**config.mk**
```make
export PLATFORM = sky130hd
export DESIGN_NAME = elevator_ctrl
export DESIGN_NICKNAME = d
export VERILOG_FILES = /design/src/rtl/elevator_pkg.sv /design/src/rtl/elevator_timer.sv /design/src/rtl/elevator_ctrl.sv
export SDC_FILE = /design/constraint.sdc
export NUM_CORES = 1
export LEC_CHECK = 0
export CAP_MARGIN = 20
export CORE_MARGIN = 10
export CORE_UTILIZATION = 58
export CTS_CLUSTER_SIZE = 16
export DETAILED_ROUTE_END_ITERATION = 8
export PLACE_DENSITY = 0.95
export REMOVE_ABC_BUFFERS = 1
export SLEW_MARGIN = 10
export SYNTH_ARGS = -nofsm -noshare
export SYNTH_HDL_FRONTEND = slang
export SYNTH_SLANG_ARGS = --single-unit
```
**constraint.sdc**
```tcl
create_clock -name clk -period 3.54 [get_ports clk]
set_input_delay 0.885 -clock clk [delete_from_list [all_inputs] [get_ports clk]]
set_output_delay 0.885 -clock clk [all_outputs]
set_load 0.02 [all_outputs]
```
**src/rtl/elevator_pkg.sv**
```systemverilog
`default_nettype none
// ============================================================================
// Module      : elevator_pkg
// Description : Shared definitions for the elevator car-motion controller:
//               FSM state encoding, default timing constants and the width
//               helpers used to size the floor index and the shared timer.
// Revision    : 1.0 - initial release
// ============================================================================
package elevator_pkg;

    typedef enum logic [1:0] {
        ST_IDLE = 2'd0,
        ST_MOVE = 2'd1,
        ST_DOOR = 2'd2
    } state_t;

    localparam int c_DEFAULT_FLOOR       = 4;
    localparam int c_DEFAULT_MOVE_CYCLES = 200;
    localparam int c_DEFAULT_DOOR_CYCLES = 400;

    // Floor-index width; at least one bit even for a two-floor car.
    function automatic int fw_of(input int n);
        return (n <= 2) ? 1 : $clog2(n);
    endfunction

    // The timer is loaded with (cycles - 1), so $clog2 of the larger
    // period is always wide enough.
    function automatic int tw_of(input int a, input int b);
        int m;
        m = (a > b) ? a : b;
        return (m <= 2) ? 1 : $clog2(m);
    endfunction

endpackage
`default_nettype wire

```
**src/rtl/elevator_timer.sv**
```systemverilog
`default_nettype none
// ============================================================================
// Module      : elevator_timer
// Description : Loadable down-counter shared by the MOVE and DOOR phases.
//               Loading value V makes o_done assert V cycles later, so a
//               phase of P cycles is obtained by loading P-1.
// Ports       : clk        - system clock
//               rst        - synchronous active-high reset (count -> 0)
//               i_load     - load i_loadVal this cycle (priority over count)
//               i_loadVal  - value to load
//               o_done     - count has reached zero
// Revision    : 1.0 - initial release
// ============================================================================
module elevator_timer #(
    parameter int W = 8
) (
    input  logic         clk,
    input  logic         rst,
    input  logic         i_load,
    input  logic [W-1:0] i_loadVal,
    output logic         o_done
);

    logic [W-1:0] r_count;

    always_ff @(posedge clk) begin
        if (rst) begin
            r_count <= '0;
        end else if (i_load) begin
            r_count <= i_loadVal;
        end else if (r_count != '0) begin
            r_count <= r_count - 1'b1;
        end
    end

    assign o_done = (r_count == '0);

endmodule
`default_nettype wire

```
**src/rtl/elevator_ctrl.sv**
```systemverilog
`default_nettype none
// ============================================================================
// Module      : elevator_ctrl
// Description : Car-motion controller. Latches debounced hall/in-car requests
//               into pending registers and runs a direction-preserving
//               collective policy through IDLE, MOVE and DOOR, with a single
//               shared timer pacing floor travel and door dwell.
// Ports       : clk, rst          - clock, synchronous active-high reset
//               reqUp/reqDown     - hall request bits, bit i = floor i
//               reqInside         - in-car floor request bits
//               curFloor          - current floor index
//               dirUp             - direction preference (1 = up)
//               moving / doorOpen - high in MOVE / DOOR
//               pendUp/pendDown/pendInside - latched requests for the lamps
// Revision    : 1.0 - initial release
// ============================================================================
module elevator_ctrl
    import elevator_pkg::*;
#(
    parameter int floor       = c_DEFAULT_FLOOR,
    // Derived from floor; leave at its default.
    parameter int FW          = fw_of(floor),
    parameter int MOVE_CYCLES = c_DEFAULT_MOVE_CYCLES,
    parameter int DOOR_CYCLES = c_DEFAULT_DOOR_CYCLES
) (
    input  logic             clk,
    input  logic             rst,
    input  logic [floor-1:0] reqUp,
    input  logic [floor-1:0] reqDown,
    input  logic [floor-1:0] reqInside,
    output logic [FW-1:0]    curFloor,
    output logic             dirUp,
    output logic             moving,
    output logic             doorOpen,
    output logic [floor-1:0] pendUp,
    output logic [floor-1:0] pendDown,
    output logic [floor-1:0] pendInside
);

    localparam int               c_TW        = tw_of(MOVE_CYCLES, DOOR_CYCLES);
    localparam logic [c_TW-1:0]  c_MOVE_LOAD = c_TW'(MOVE_CYCLES - 1);
    localparam logic [c_TW-1:0]  c_DOOR_LOAD = c_TW'(DOOR_CYCLES - 1);
    localparam logic [floor-1:0] c_LSB       = floor'(1);
    // No hall-up button on the top floor, no hall-down on the bottom floor.
    localparam logic [floor-1:0] c_UP_MASK   = ~(c_LSB << (floor - 1));
    localparam logic [floor-1:0] c_DN_MASK   = ~c_LSB;

    // ------------------------------------------------------------------
    // Registers
    // ------------------------------------------------------------------
    state_t           r_state;
    logic [FW-1:0]    r_curFloor;
    logic             r_dirUp;
    logic             r_moving;
    logic             r_doorOpen;
    logic [floor-1:0] r_pendUp;
    logic [floor-1:0] r_pendDown;
    logic [floor-1:0] r_pendInside;

    // ------------------------------------------------------------------
    // Combinational signals
    // ------------------------------------------------------------------
    state_t           w_stateNxt;
    logic [FW-1:0]    w_curNxt;
    logic             w_dirNxt;
    logic [floor-1:0] w_clrUp;
    logic [floor-1:0] w_clrDown;
    logic [floor-1:0] w_clrInside;
    logic             w_tmrLoad;
    logic [c_TW-1:0]  w_tmrVal;
    logic             w_tmrDone;

    logic [floor-1:0] w_reqUpM;
    logic [floor-1:0] w_reqDownM;
    logic [floor-1:0] w_upAll;
    logic [floor-1:0] w_dnAll;
    logic [floor-1:0] w_inAll;
    logic [floor-1:0] w_allReq;
    logic [FW-1:0]    w_stepFloor;
    logic [floor-1:0] w_curOh;
    logic [floor-1:0] w_stepOh;
    logic             w_here;
    logic             w_above;
    logic             w_below;
    logic             w_beyond;
    logic             w_stop;
    logic             w_reopen;

    // Live requests are merged with pending ones so that a request arriving
    // on the very edge it is served is cleared before it ever latches.
    assign w_reqUpM   = reqUp & c_UP_MASK;
    assign w_reqDownM = reqDown & c_DN_MASK;
    assign w_upAll    = r_pendUp | w_reqUpM;
    assign w_dnAll    = r_pendDown | w_reqDownM;
    assign w_inAll    = r_pendInside | reqInside;
    assign w_allReq   = w_upAll | w_dnAll | w_inAll;

    // Next floor in the travel direction, saturated at the shaft ends.
    always_comb begin
        w_stepFloor = r_curFloor;
        if (r_dirUp) begin
            if (int'(r_curFloor) != floor - 1) begin
                w_stepFloor = r_curFloor + 1'b1;
            end
        end else begin
            if (r_curFloor != '0) begin
                w_stepFloor = r_curFloor - 1'b1;
            end
        end
    end

    assign w_curOh  = c_LSB << r_curFloor;
    assign w_stepOh = c_LSB << w_stepFloor;
    assign w_here   = |(w_allReq & w_curOh);

    // Masked OR reductions: requests above/below the car, and requests
    // further along the travel direction beyond the floor being reached.
    always_comb begin
        w_above  = 1'b0;
        w_below  = 1'b0;
        w_beyond = 1'b0;
        for (int i = 0; i < floor; i++) begin
            if (i > int'(r_curFloor)) begin
                w_above = w_above | w_allReq[i];
            end
            if (i < int'(r_curFloor)) begin
                w_below = w_below | w_allReq[i];
            end
            if (r_dirUp ? (i > int'(w_stepFloor)) : (i < int'(w_stepFloor))) begin
                w_beyond = w_beyond | w_allReq[i];
            end
        end
    end

    // Stop at the arriving floor for an in-car call, a hall call matching the
    // travel direction, or when nothing remains further on (this also covers
    // the shaft ends, where "further on" is empty).
    assign w_stop = (|(w_inAll & w_stepOh))
                  | (r_dirUp  & (|(w_upAll & w_stepOh)))
                  | (!r_dirUp & (|(w_dnAll & w_stepOh)))
                  | !w_beyond;

    assign w_reopen = (|(w_inAll & w_curOh))
                    | (r_dirUp ? (|(w_upAll & w_curOh)) : (|(w_dnAll & w_curOh)));

    // ------------------------------------------------------------------
    // Shared timer
    // ------------------------------------------------------------------
    elevator_timer #(
        .W (c_TW)
    ) u_timer (
        .clk       (clk),
        .rst       (rst),
        .i_load    (w_tmrLoad),
        .i_loadVal (w_tmrVal),
        .o_done    (w_tmrDone)
    );

    // ------------------------------------------------------------------
    // Next-state / control
    // ------------------------------------------------------------------
    always_comb begin
        w_stateNxt  = r_state;
        w_curNxt    = r_curFloor;
        w_dirNxt    = r_dirUp;
        w_clrUp     = '0;
        w_clrDown   = '0;
        w_clrInside = '0;
        w_tmrLoad   = 1'b0;
        w_tmrVal    = '0;

        case (r_state)
            ST_IDLE: begin
                if (w_here) begin
                    w_stateNxt  = ST_DOOR;
                    w_clrUp     = w_curOh;
                    w_clrDown   = w_curOh;
                    w_clrInside = w_curOh;
                    w_tmrLoad   = 1'b1;
                    w_tmrVal    = c_DOOR_LOAD;
                end else if (w_above && (r_dirUp || !w_below)) begin
                    w_stateNxt = ST_MOVE;
                    w_dirNxt   = 1'b1;
                    w_tmrLoad  = 1'b1;
                    w_tmrVal   = c_MOVE_LOAD;
                end else if (w_below) begin
                    w_stateNxt = ST_MOVE;
                    w_dirNxt   = 1'b0;
                    w_tmrLoad  = 1'b1;
                    w_tmrVal   = c_MOVE_LOAD;
                end
            end

            ST_MOVE: begin
                if (w_tmrDone) begin
                    w_curNxt  = w_stepFloor;
                    w_tmrLoad = 1'b1;
                    if (w_stop) begin
                        w_stateNxt  = ST_DOOR;
                        w_tmrVal    = c_DOOR_LOAD;
                        w_clrInside = w_stepOh;
                        if (r_dirUp) begin
                            w_clrUp = w_stepOh;
                        end else begin
                            w_clrDown = w_stepOh;
                        end
                        // Turning around here: the opposite hall call at
                        // this floor is served by the same door cycle.
                        if (!w_beyond) begin
                            w_clrUp   = w_stepOh;
                            w_clrDown = w_stepOh;
                            w_dirNxt  = !r_dirUp;
                        end
                    end else begin
                        w_tmrVal = c_MOVE_LOAD;
                    end
                end
            end

            ST_DOOR: begin
                // Re-open takes priority over the dwell expiring.
                if (w_reopen) begin
                    w_clrInside = w_curOh;
                    if (r_dirUp) begin
                        w_clrUp = w_curOh;
                    end else begin
                        w_clrDown = w_curOh;
                    end
                    w_tmrLoad = 1'b1;
                    w_tmrVal  = c_DOOR_LOAD;
                end else if (w_tmrDone) begin
                    w_stateNxt = ST_IDLE;
                end
            end

            default: begin
                w_stateNxt = ST_IDLE;
            end
        endcase
    end

    // ------------------------------------------------------------------
    // State register
    // ------------------------------------------------------------------
    always_ff @(posedge clk) begin
        if (rst) begin
            r_state      <= ST_IDLE;
            r_curFloor   <= '0;
            r_dirUp      <= 1'b1;
            r_moving     <= 1'b0;
            r_doorOpen   <= 1'b0;
            r_pendUp     <= '0;
            r_pendDown   <= '0;
            r_pendInside <= '0;
        end else begin
            r_state      <= w_stateNxt;
            r_curFloor   <= w_curNxt;
            r_dirUp      <= w_dirNxt;
            r_moving     <= (w_stateNxt == ST_MOVE);
            r_doorOpen   <= (w_stateNxt == ST_DOOR);
            r_pendUp     <= (r_pendUp | w_reqUpM) & ~w_clrUp;
            r_pendDown   <= (r_pendDown | w_reqDownM) & ~w_clrDown;
            r_pendInside <= (r_pendInside | reqInside) & ~w_clrInside;
        end
    end

    assign curFloor   = r_curFloor;
    assign dirUp      = r_dirUp;
    assign moving     = r_moving;
    assign doorOpen   = r_doorOpen;
    assign pendUp     = r_pendUp;
    assign pendDown   = r_pendDown;
    assign pendInside = r_pendInside;

endmodule
`default_nettype wire
```
==> results of run 1 <==
routing by layer:
layer  track usage (%)  up-vias  share of wire (%)
li1                  -      966                  -
met1              23.2      963                 42
met2              26.9      133                 45
met3              6.45       14                 11
met4              4.12        0                1.7
met5                 0        -                  0
final timing paths:
| check | startpoint | end | slack (ns) |
|---|---|---|---|
| max | reqInside[3] | u_timer.r_count[6] | 0.53 |
| max reg2reg | dirUp | u_timer.r_count[6] | 0.83 |
| min | pendInside[0] | pendInside[0] | 0.58 |
| min reg2reg | pendInside[0] | pendInside[0] | 0.58 |
worst reg2reg max path, stage by stage, from the launching register on:
cell and delay (ns):
dfxtp_1 0.86, nand2b_1 0.33, a211oi_1 0.11, a221oi_1 0.38, nand3_1 0.32, and2_1 0.34, nor4_1 0.28
cell type report:
type / count / area [um2]
timing repair buffer: 32 / 310
sequential: 28 / 561
tap: 44 / 55.1
inverter: 6 / 22.5
clock inverter: 1 / 30.0
clock buffer: 3 / 22.5
fill: 259 / 853
multi-input combinational: 195 / 1270
synth_stat cells, types with 3 or more instances:
| library cell | n |
|---|---|
| a211o_1 | 3 |
| a21oi_1 | 21 |
| a311oi_1 | 4 |
| a31oi_1 | 7 |
| and2_1 | 3 |
| buf_2 | 3 |
| clkbuf_1 | 5 |
| clkbuf_8 | 3 |
| dfxtp_1 | 28 |
| inv_1 | 6 |
| nand2_1 | 19 |
| nand2b_1 | 4 |
| nand3_1 | 9 |
| nor2_1 | 26 |
| nor2b_1 | 5 |
| nor3_1 | 12 |
| nor4_1 | 4 |
| o211ai_1 | 4 |
| o21ai_0 | 14 |
| o31ai_1 | 3 |
| or3_1 | 3 |
| xor2_1 | 4 |
flip-flops by register name (all words and copies together), names as in the netlist:
signal	cells
r_state	2
u_timer.r_count	9
pendUp	4
dirUp	1
moving	1
pendDown	4
pendInside	4
doorOpen	1
curFloor	2
cell families after synthesis:
family	after synthesis
compound gates	78
xor+xnor	5
fa+ha+maj	1
buf+inv	19
flops	28
mux	3
simple gates	108
per-stage QoR:
step	total power, W	cell area [um2]	util (%)
after floorplan	0.000468	1860	-
after global placement	0.000533	2220	71.0
after detailed placement	0.000538	2220	71.0
after CTS	0.000747	2270	72.7
after global routing	0.000777	2270	72.7
final	0.000745	2270	72.7
power breakdown:
group	switching, W	internal (W)	total [W]	leakage, nW
clock network	0.0000948	0.000115	0.000209	0.0279
registers	0.0000220	0.000335	0.000357	0.232
logic	0.000100	0.0000784	0.000179	0.519
total	0.000217	0.000528	0.000745	0.779
==> results.json, run 1 <==
{
  "clkLatencyLatePin_ns": 0.33,
  "drv_cap": 0,
  "whs_path_depth": 2,
  "cts_buffers": 3,
  "n_antenna_cell": 0,
  "grtUsageTotal_pct": 17.7,
  "seq_area_frac_synth_pct": 28.8,
  "synthAdderAreaFrac_pct": 0.642,
  "start_util_pct": 62.3,
  "firstDrtPassIters": 6,
  "critPathLaunchType": "input port",
  "overflow": 0,
  "grt_pass1_wl_um": 9140,
  "htreeDepth": 1,
  "dpl.hpwl_um": 4190,
  "cts_setup_buffers": 0,
  "hold_viol_final": 0,
  "syn_area_per_cell_um2": 8.05,
  "cts_tree": "done",
  "yosys.area_share.xor_xnor_pct": 2.25,
  "rsz0062_at_grt": "false",
  "cts-resized-gates": 0,
  "yosys_warnings": 0,
  "fin_cells": 309,
  "power.density_nw_per_um2": 328,
  "hold_ws_ns": 0.580,
  "clock_sinks": 28,
  "num_rows": 20,
  "pre_cts_ws_ns": 0.326,
  "drv_slew": 0,
  "area_delta_synth_final_pct": 16.8,
  "cp.depth": 7,
  "critical_path.endpoint_type": "flop",
  "period_minus_slack_ns": 3.01,
  "yosys_most_used_dff": "dfxtp_1",
  "synth_top_family_by_area": "simple AND/OR/NAND/NOR gates",
  "maxSlewHeadroom_pct": 46.7,
  "clock-root-buffer": "clkbuf_4",
  "synth-simple-area-share_pct": 31.2,
  "layout_common_cells": "28 x dfxtp_1, 28 x clkdlybuf4s50_1, 26 x nor2_1",
  "ys_types": 63,
  "path_delay_family": "simple AND/OR/NAND/NOR gates",
  "die_x_um": 78.0,
  "fin_ws_ns": 0.532,
  "drtAntennaViolNets": 0,
  "syn-instance-count": 242,
  "drc": 0,
  "synth_top_area_share_pct": 28.8,
  "critPathSlowestCell": "or4_4",
  "crit_type": "in -> reg",
  "slowest_delay_ns": 0.61,
  "setup_viol": 0,
  "num_vias": 2076,
  "path_buf_inv": 1,
  "min_path_type": "reg -> reg",
  "io_buffers": 28,
  "crit_required_ns": 3.76,
  "nets": 281,
  "drive_gt1_share_pct": 11.7,
  "muxShareOfSynthArea_pct": 2.31,
  "fin_skew_ns": 0.00208,
  "ctsHoldBuffers": 0,
  "cp_cell_sequence": "clkdlybuf4s50_1 -> or4_4 -> nor4_4 -> nand3_2 -> and3_4 -> a2111oi_0 -> nor4_1",
  "crit_fanout": 4,
  "coreArea_um2": 3130,
  "grt_pass1_vias": 1886,
  "place_inst": 305,
  "power.leakage_nw": 0.779,
  "ys_seq_elements": 28,
  "synth_area_leaders": "dfxtp_1 29%, a21oi_1 5.4%, nor2_1 5.0%",
  "cp.arrival_ns": 3.23,
  "yosysTopAreaCell": "dfxtp_1",
  "worstMarginPinSlew_ns": 0.798,
  "synth_edf_count": 0,
  "grt_max_degree": 26,
  "drtIter0Drc": 299,
  "finalSetupTns_ns": 0,
  "antenna_found_initial": 0,
  "gp_congestion": 0.966,
  "synth_compound_area_share_pct": 29.0,
  "synthArstFlopShare_pct": 0,
  "via_per_inst": 6.72,
  "cts_buffer_depth": 2,
  "synth_area_um2": 1950,
  "clk_pin_slew_worst_paths_ns": 0.15,
  "dieArea_um2": 6080,
  "rr_worst_depth": 6,
  "die_y_um": 78.0,
  "peakVddDrop_uv": 304,
  "wl_per_cell_um": 18.0,
  "ios": 31,
  "period_share_pct": 85.0,
  "fmax_mhz": 332,
  "status": "finished, final reports clean",
  "routed_wl_um": 5570
}
No activity file was read; power rests on OpenSTA's default activity.
==> inputs of run 2 (changes only) <==
--- a/config.mk
+++ b/config.mk
@@ -7,10 +7,10 @@
 export LEC_CHECK = 0
 export CAP_MARGIN = 20
 export CORE_MARGIN = 10
-export CORE_UTILIZATION = 58
+export CORE_UTILIZATION = 54
 export CTS_CLUSTER_SIZE = 16
 export DETAILED_ROUTE_END_ITERATION = 8
-export PLACE_DENSITY = 0.95
+export PLACE_DENSITY = 0.9
 export REMOVE_ABC_BUFFERS = 1
 export SLEW_MARGIN = 10
 export SYNTH_ARGS = -nofsm -noshare
==> constraint.sdc (replaced) <==
create_clock -name clk -period 3.1 [get_ports clk]
set_input_delay 0.775 -clock clk [delete_from_list [all_inputs] [get_ports clk]]
set_output_delay 0.775 -clock clk [all_outputs]
set_load 0.02 [all_outputs]
==> results.json, run 2 (same netlist as run 1, synthesis figures left out) <==
{
  "critPathLaunchType": "flop",
  "start_util_pct": 57.0,
  "fin_skew_ns": 0.0139,
  "power.leakage_nw": 0.843,
  "reg2reg_to": "u_timer.r_count[4]",
  "crit_path_start": "curFloor[1]",
  "top_register": "u_timer.r_count",
  "drc": 0,
  "grt_max_degree": 24,
  "dieArea_um2": 6410,
  "clkLatencyLatePin_ns": 0.35,
  "switching_share_pct": 29.9,
  "slowest_delay_ns": 0.73,
  "io_buffers": 28,
  "coreArea_um2": 3420,
  "p_int_w": 0.000608,
  "nets": 294,
  "wl_met2_um": 2480,
  "multi_input_area_um2": 1270,
  "rsz0062_at_grt": "false",
  "pwr-share-seq_pct": 46.9,
  "path_buf_inv": 2,
  "die_y_um": 80.1,
  "final_util_pct": 69.5,
  "num_vias": 2037,
  "critical_path.endpoint_type": "output port",
  "rr_worst_depth": 5,
  "cp_cell_sequence": "buf_4 -> clkdlybuf4s50_1",
  "antenna_found_initial": 0,
  "layout_common_cells": "28 x dfxtp_1, 28 x clkdlybuf4s50_1, 26 x nor2_1",
  "dpl.hpwl_um": 4120,
  "num_rows": 21,
  "cts_setup_buffers": 0,
  "routed_wl_um": 5470,
  "clk_pin_slew_worst_paths_ns": 0.17,
  "setup_viol": 0,
  "ff_latch_area_um2": 561,
  "via_per_inst": 6.29,
  "path_delay_family": "buffers and inverters",
  "cts-resized-gates": 0,
  "p_clk_share_pct": 29.1,
  "clock-root-buffer": "clkbuf_4",
  "drtAntennaViolNets": 0,
  "ios": 31,
  "die_x_um": 80.1,
  "ctsHoldBuffers": 0,
  "power.density_nw_per_um2": 365,
  "wl_per_cell_um": 16.9,
  "route.met3.wl_um": 464,
  "whs_path_depth": 2,
  "fmax_mhz": 369,
  "min_path_type": "reg -> reg",
  "drive_gt1_share_pct": 15.8,
  "maxSlewHeadroom_pct": 49.7,
  "min_to": "pendInside[0]",
  "crit_fanout": 18,
  "drv_slew": 0,
  "crit_required_ns": 2.32,
  "drtIter0Drc": 259,
  "cts_tree": "done",
  "hold_start": "pendInside[0]",
  "finalSetupTns_ns": 0,
  "r2r_start": "curFloor[0]",
  "period_minus_slack_ns": 2.71,
  "htreeDepth": 1,
  "reg2reg_slack_ns": 0.55,
  "hold_viol_final": 0,
  "p_comb_share_pct": 24.0,
  "largest_register_ffs": 9,
  "grtUsageTotal_pct": 17.5,
  "overflow": 0,
  "drv_cap": 0,
  "grt_pass1_wl_um": 9290,
  "gp_congestion": 0.982,
  "period_share_pct": 87.4,
  "worstMarginPinSlew_ns": 0.754,
  "nFillCells": 268,
  "wl_met1_um": 2410,
  "top_layer": "met4",
  "peakVddDrop_uv": 214,
  "cts_buffers": 3,
  "firstDrtPassIters": 5,
  "grt_pass1_vias": 1944,
  "cts_buffer_depth": 2,
  "p_switching_w": 0.000259,
  "cp.arrival_ns": 1.93,
  "status": "finished, final reports clean",
  "area_delta_synth_final_pct": 21.9,
  "critPathSlowestCell": "dfxtp_1",
  "clock_sinks": 28,
  "n_antenna_cell": 0,
  "crit_type": "reg -> out"
}
[run 2: worst min-delay path: cells and delay by family, from the launching register on]
| kind | cells | cell delay [ns] |
|---|---|---|
| flops | 1 | 0.36 |
| compound gates | 2 | 0.19 |
[run 2: final cells by class]
cell class / count / area share [%]
Clock buffer: 3 / 0.948
Clock inverter: 1 / 1.26
Inverter: 6 / 0.948
Multi-Input combinational cell: 195 / 53.6
Sequential cell: 28 / 23.6
Tap cell: 46 / 2.42
Timing Repair Buffer: 45 / 17.2
[run 2: worst max path at each step]
stage,depth (start not counted),slack [ns],to
floorplan,6,0.60,pendDown[1]
global placement,7,0.1,u_timer.r_count[6]
detailed placement,7,0.05,u_timer.r_count[4]
CTS,7,0.40,u_timer.r_count[4]
global route,7,0.28,u_timer.r_count[4]
finish,2,0.39,curFloor[1]
[run 2: routing by layer]
layer	vias up	GRT usage [%]
met2	107	27.3
li1	992	-
met1	926	23.3
met5	-	0
met4	0	6.51
met3	12	3.45
[run 2: power groups by stage]
stage               clock (W)  sequential, W  combinational (W)
floorplan                   0       0.000424           0.000111
global placement            0       0.000413           0.000201
detailed placement          0       0.000414           0.000204
CTS                  0.000250       0.000406           0.000206
global route         0.000257       0.000411           0.000228
finish               0.000252       0.000407           0.000208
[run 2: per-stage QoR]
step | cells | cell area [um2] | power [W] | setup WS, ns | hold WS [ns]
after floorplan | 229 | 1860 | 0.000535 | 0.597 | 0.490
after global placement | 320 | 2320 | 0.000614 | 0.0987 | 0.524
after detailed placement | 320 | 2320 | 0.000618 | 0.0472 | 0.534
after CTS | 324 | 2370 | 0.000862 | 0.398 | 0.556
after global routing | 324 | 2370 | 0.000896 | 0.280 | 0.596
final | 324 | 2370 | 0.000867 | 0.391 | 0.565
==> inputs of run 3 (changes only) <==
--- a/config.mk
+++ b/config.mk
@@ -7,11 +7,12 @@
 export LEC_CHECK = 0
 export CAP_MARGIN = 20
 export CORE_MARGIN = 10
-export CORE_UTILIZATION = 54
+export CORE_UTILIZATION = 48
 export CTS_CLUSTER_SIZE = 16
 export DETAILED_ROUTE_END_ITERATION = 8
-export PLACE_DENSITY = 0.9
+export PLACE_DENSITY = 0.86
 export REMOVE_ABC_BUFFERS = 1
+export SETUP_SLACK_MARGIN = 0.5
 export SLEW_MARGIN = 10
 export SYNTH_ARGS = -nofsm -noshare
 export SYNTH_HDL_FRONTEND = slang
==> constraint.sdc (replaced) <==
create_clock -name clk -period 2.3 [get_ports clk]
set_input_delay 0.575 -clock clk [delete_from_list [all_inputs] [get_ports clk]]
set_output_delay 0.575 -clock clk [all_outputs]
set_load 0.02 [all_outputs]
==> results.json, run 3 (same netlist as run 1, synthesis figures left out) <==
{
  "status": "finished, violations left",
  "violations": "setup timing",
  "drtIter0Drc": 569,
  "drv_cap": 0,
  "crit_fanout": 7,
  "firstDrtPassIters": 6,
  "worstSetupEndpoint": "dirUp",
  "cp.depth": 8,
  "dpl.hpwl_um": 4940,
  "rsz0062_at_grt": "true",
  "cp_cell_sequence": "nor2_1 -> inv_1 -> a41oi_2 -> buf_4 -> buf_4 -> nand4_1 -> buf_4 -> a311oi_1",
  "fin_skew_ns": 0.00471,
  "final_util_pct": 84.7,
  "clkLatencyLatePin_ns": 0.29,
  "nets": 356,
  "clk_pin_slew_worst_paths_ns": 0.12,
  "period_share_pct": 103,
  "grt_pass1_wl_um": 14600,
  "antenna_found_initial": 0,
  "io_buffers": 28,
  "grt_max_degree": 26,
  "maxSlewHeadroom_pct": 60.6,
  "path_common_cell": "buf_4",
  "cts_tree": "done",
  "worstMarginPinSlew_ns": 0.583,
  "critPathSlowestCell": "dfxtp_1",
  "num_vias": 2873,
  "path_delay_family": "buffers and inverters",
  "ios": 31,
  "setup_viol": 1,
  "crit_required_ns": 2.49,
  "wl_per_cell_um": 28.2,
  "multi_input_area_um2": 1670,
  "start_util_pct": 49.1,
  "cts_buffers": 3,
  "grtUsageTotal_pct": 24.9,
  "die_y_um": 83.7,
  "drtAntennaViolNets": 0,
  "cts_buffer_depth": 2,
  "fmax_mhz": 424,
  "power.leakage_nw": 1.33,
  "clock_sinks": 28,
  "htreeDepth": 1,
  "peakVddDrop_uv": 477,
  "period_minus_slack_ns": 2.36,
  "r2r_start": "r_state[0]",
  "n_antenna_cell": 0,
  "post-route-cell-area_um2": 3360,
  "hold_ws_ns": 0.580,
  "path_buf_inv": 4,
  "pre_cts_ws_ns": -0.557,
  "layout_common_cells": "56 x buf_4, 22 x buf_6, 19 x nand2_1",
  "drc": 0,
  "largest_register_ffs": 9,
  "area_delta_synth_final_pct": 72.7,
  "final_common_cell": "buf_4",
  "clock-root-buffer": "clkbuf_8",
  "overflow": 0,
  "ctsHoldBuffers": 0,
  "reg2reg_slack_ns": -0.06,
  "die_x_um": 83.7,
  "coreArea_um2": 3970,
  "top_register": "u_timer.r_count",
  "routed_wl_um": 11000,
  "drv_slew": 0,
  "crit_type": "reg -> reg",
  "min_path_type": "reg -> reg",
  "dpl_cell_area_um2": 2570,
  "rr_worst_depth": 8,
  "hold_viol_final": 0,
  "cp.arrival_ns": 2.55,
  "gp_congestion": 1.02,
  "crit_path_start": "r_state[0]",
  "fin_ws_ns": -0.0586,
  "critPathLaunchType": "flop",
  "via_per_inst": 7.37,
  "power.density_nw_per_um2": 436,
  "drive_gt1_share_pct": 52.9,
  "nFillCells": 171,
  "finalSetupTns_ns": -0.0586,
  "critical_path.endpoint_type": "flop",
  "ff_latch_area_um2": 586,
  "slowest_delay_ns": 0.47,
  "reg2reg_to": "dirUp",
  "dieArea_um2": 7010,
  "num_rows": 23,
  "grt_pass1_vias": 2652
}
## run 3: cell type report
type                       instances  share of cell area (%)
timing repair buffer             107                    28.4
sequential                        28                    17.4
clock buffer                       3                    1.23
clock inverter                     1                   0.893
multi-input combinational        195                    49.6
tap                               50                    1.86
inverter                           6                   0.669
## run 3: routing by layer
metal  global-route usage, %  up-vias  wire length (um)  part of all wire (%)
li1                        -     1112                 -                     -
met1                    29.7     1308              3740                    34
met2                    39.7      341              4730                    43
met3                    7.03      112              1620                    15
met4                    12.8        0               894                   8.1
met5                       0        -                 0                     0
## run 3: metrics by stage
step	cells	total power, W
floorplan	229	0.000721
global placement	353	0.000866
detailed placement	353	0.000876
CTS	382	0.00135
global route	390	0.00149
finish	390	0.00147
## run 3: worst min-delay path, cell delays in order, from the launching register on
cell      delay, ns
dfxtp_4        0.43
nand2b_1       0.09
a311oi_1       0.04
## run 3: worst min path at each step
stage,start,to,slack (ns),cells past startpoint
global route,pendUp[3],pendUp[3],0.60,2
floorplan,u_timer.r_count[8],u_timer.r_count[8],0.49,2
CTS,u_timer.r_count[0],u_timer.r_count[0],0.57,2
finish,pendUp[3],pendUp[3],0.58,2
global placement,u_timer.r_count[8],u_timer.r_count[8],0.54,2
detailed placement,pendInside[0],pendInside[0],0.55,2
## run 3: timing repair
action / CTS / global route
pin swaps: 47 / 18
endpoints found under the setup margin: 43 / 33
gates cloned: 0 / 0
buffers inserted: 25 / 8
resized for setup: 137 / 44
## run 3: power by group
part           switching, W  internal, W  leakage (nW)
Sequential        0.0000428     0.000512         0.236
Combinational      0.000262     0.000218          1.06
Clock              0.000197     0.000234        0.0357
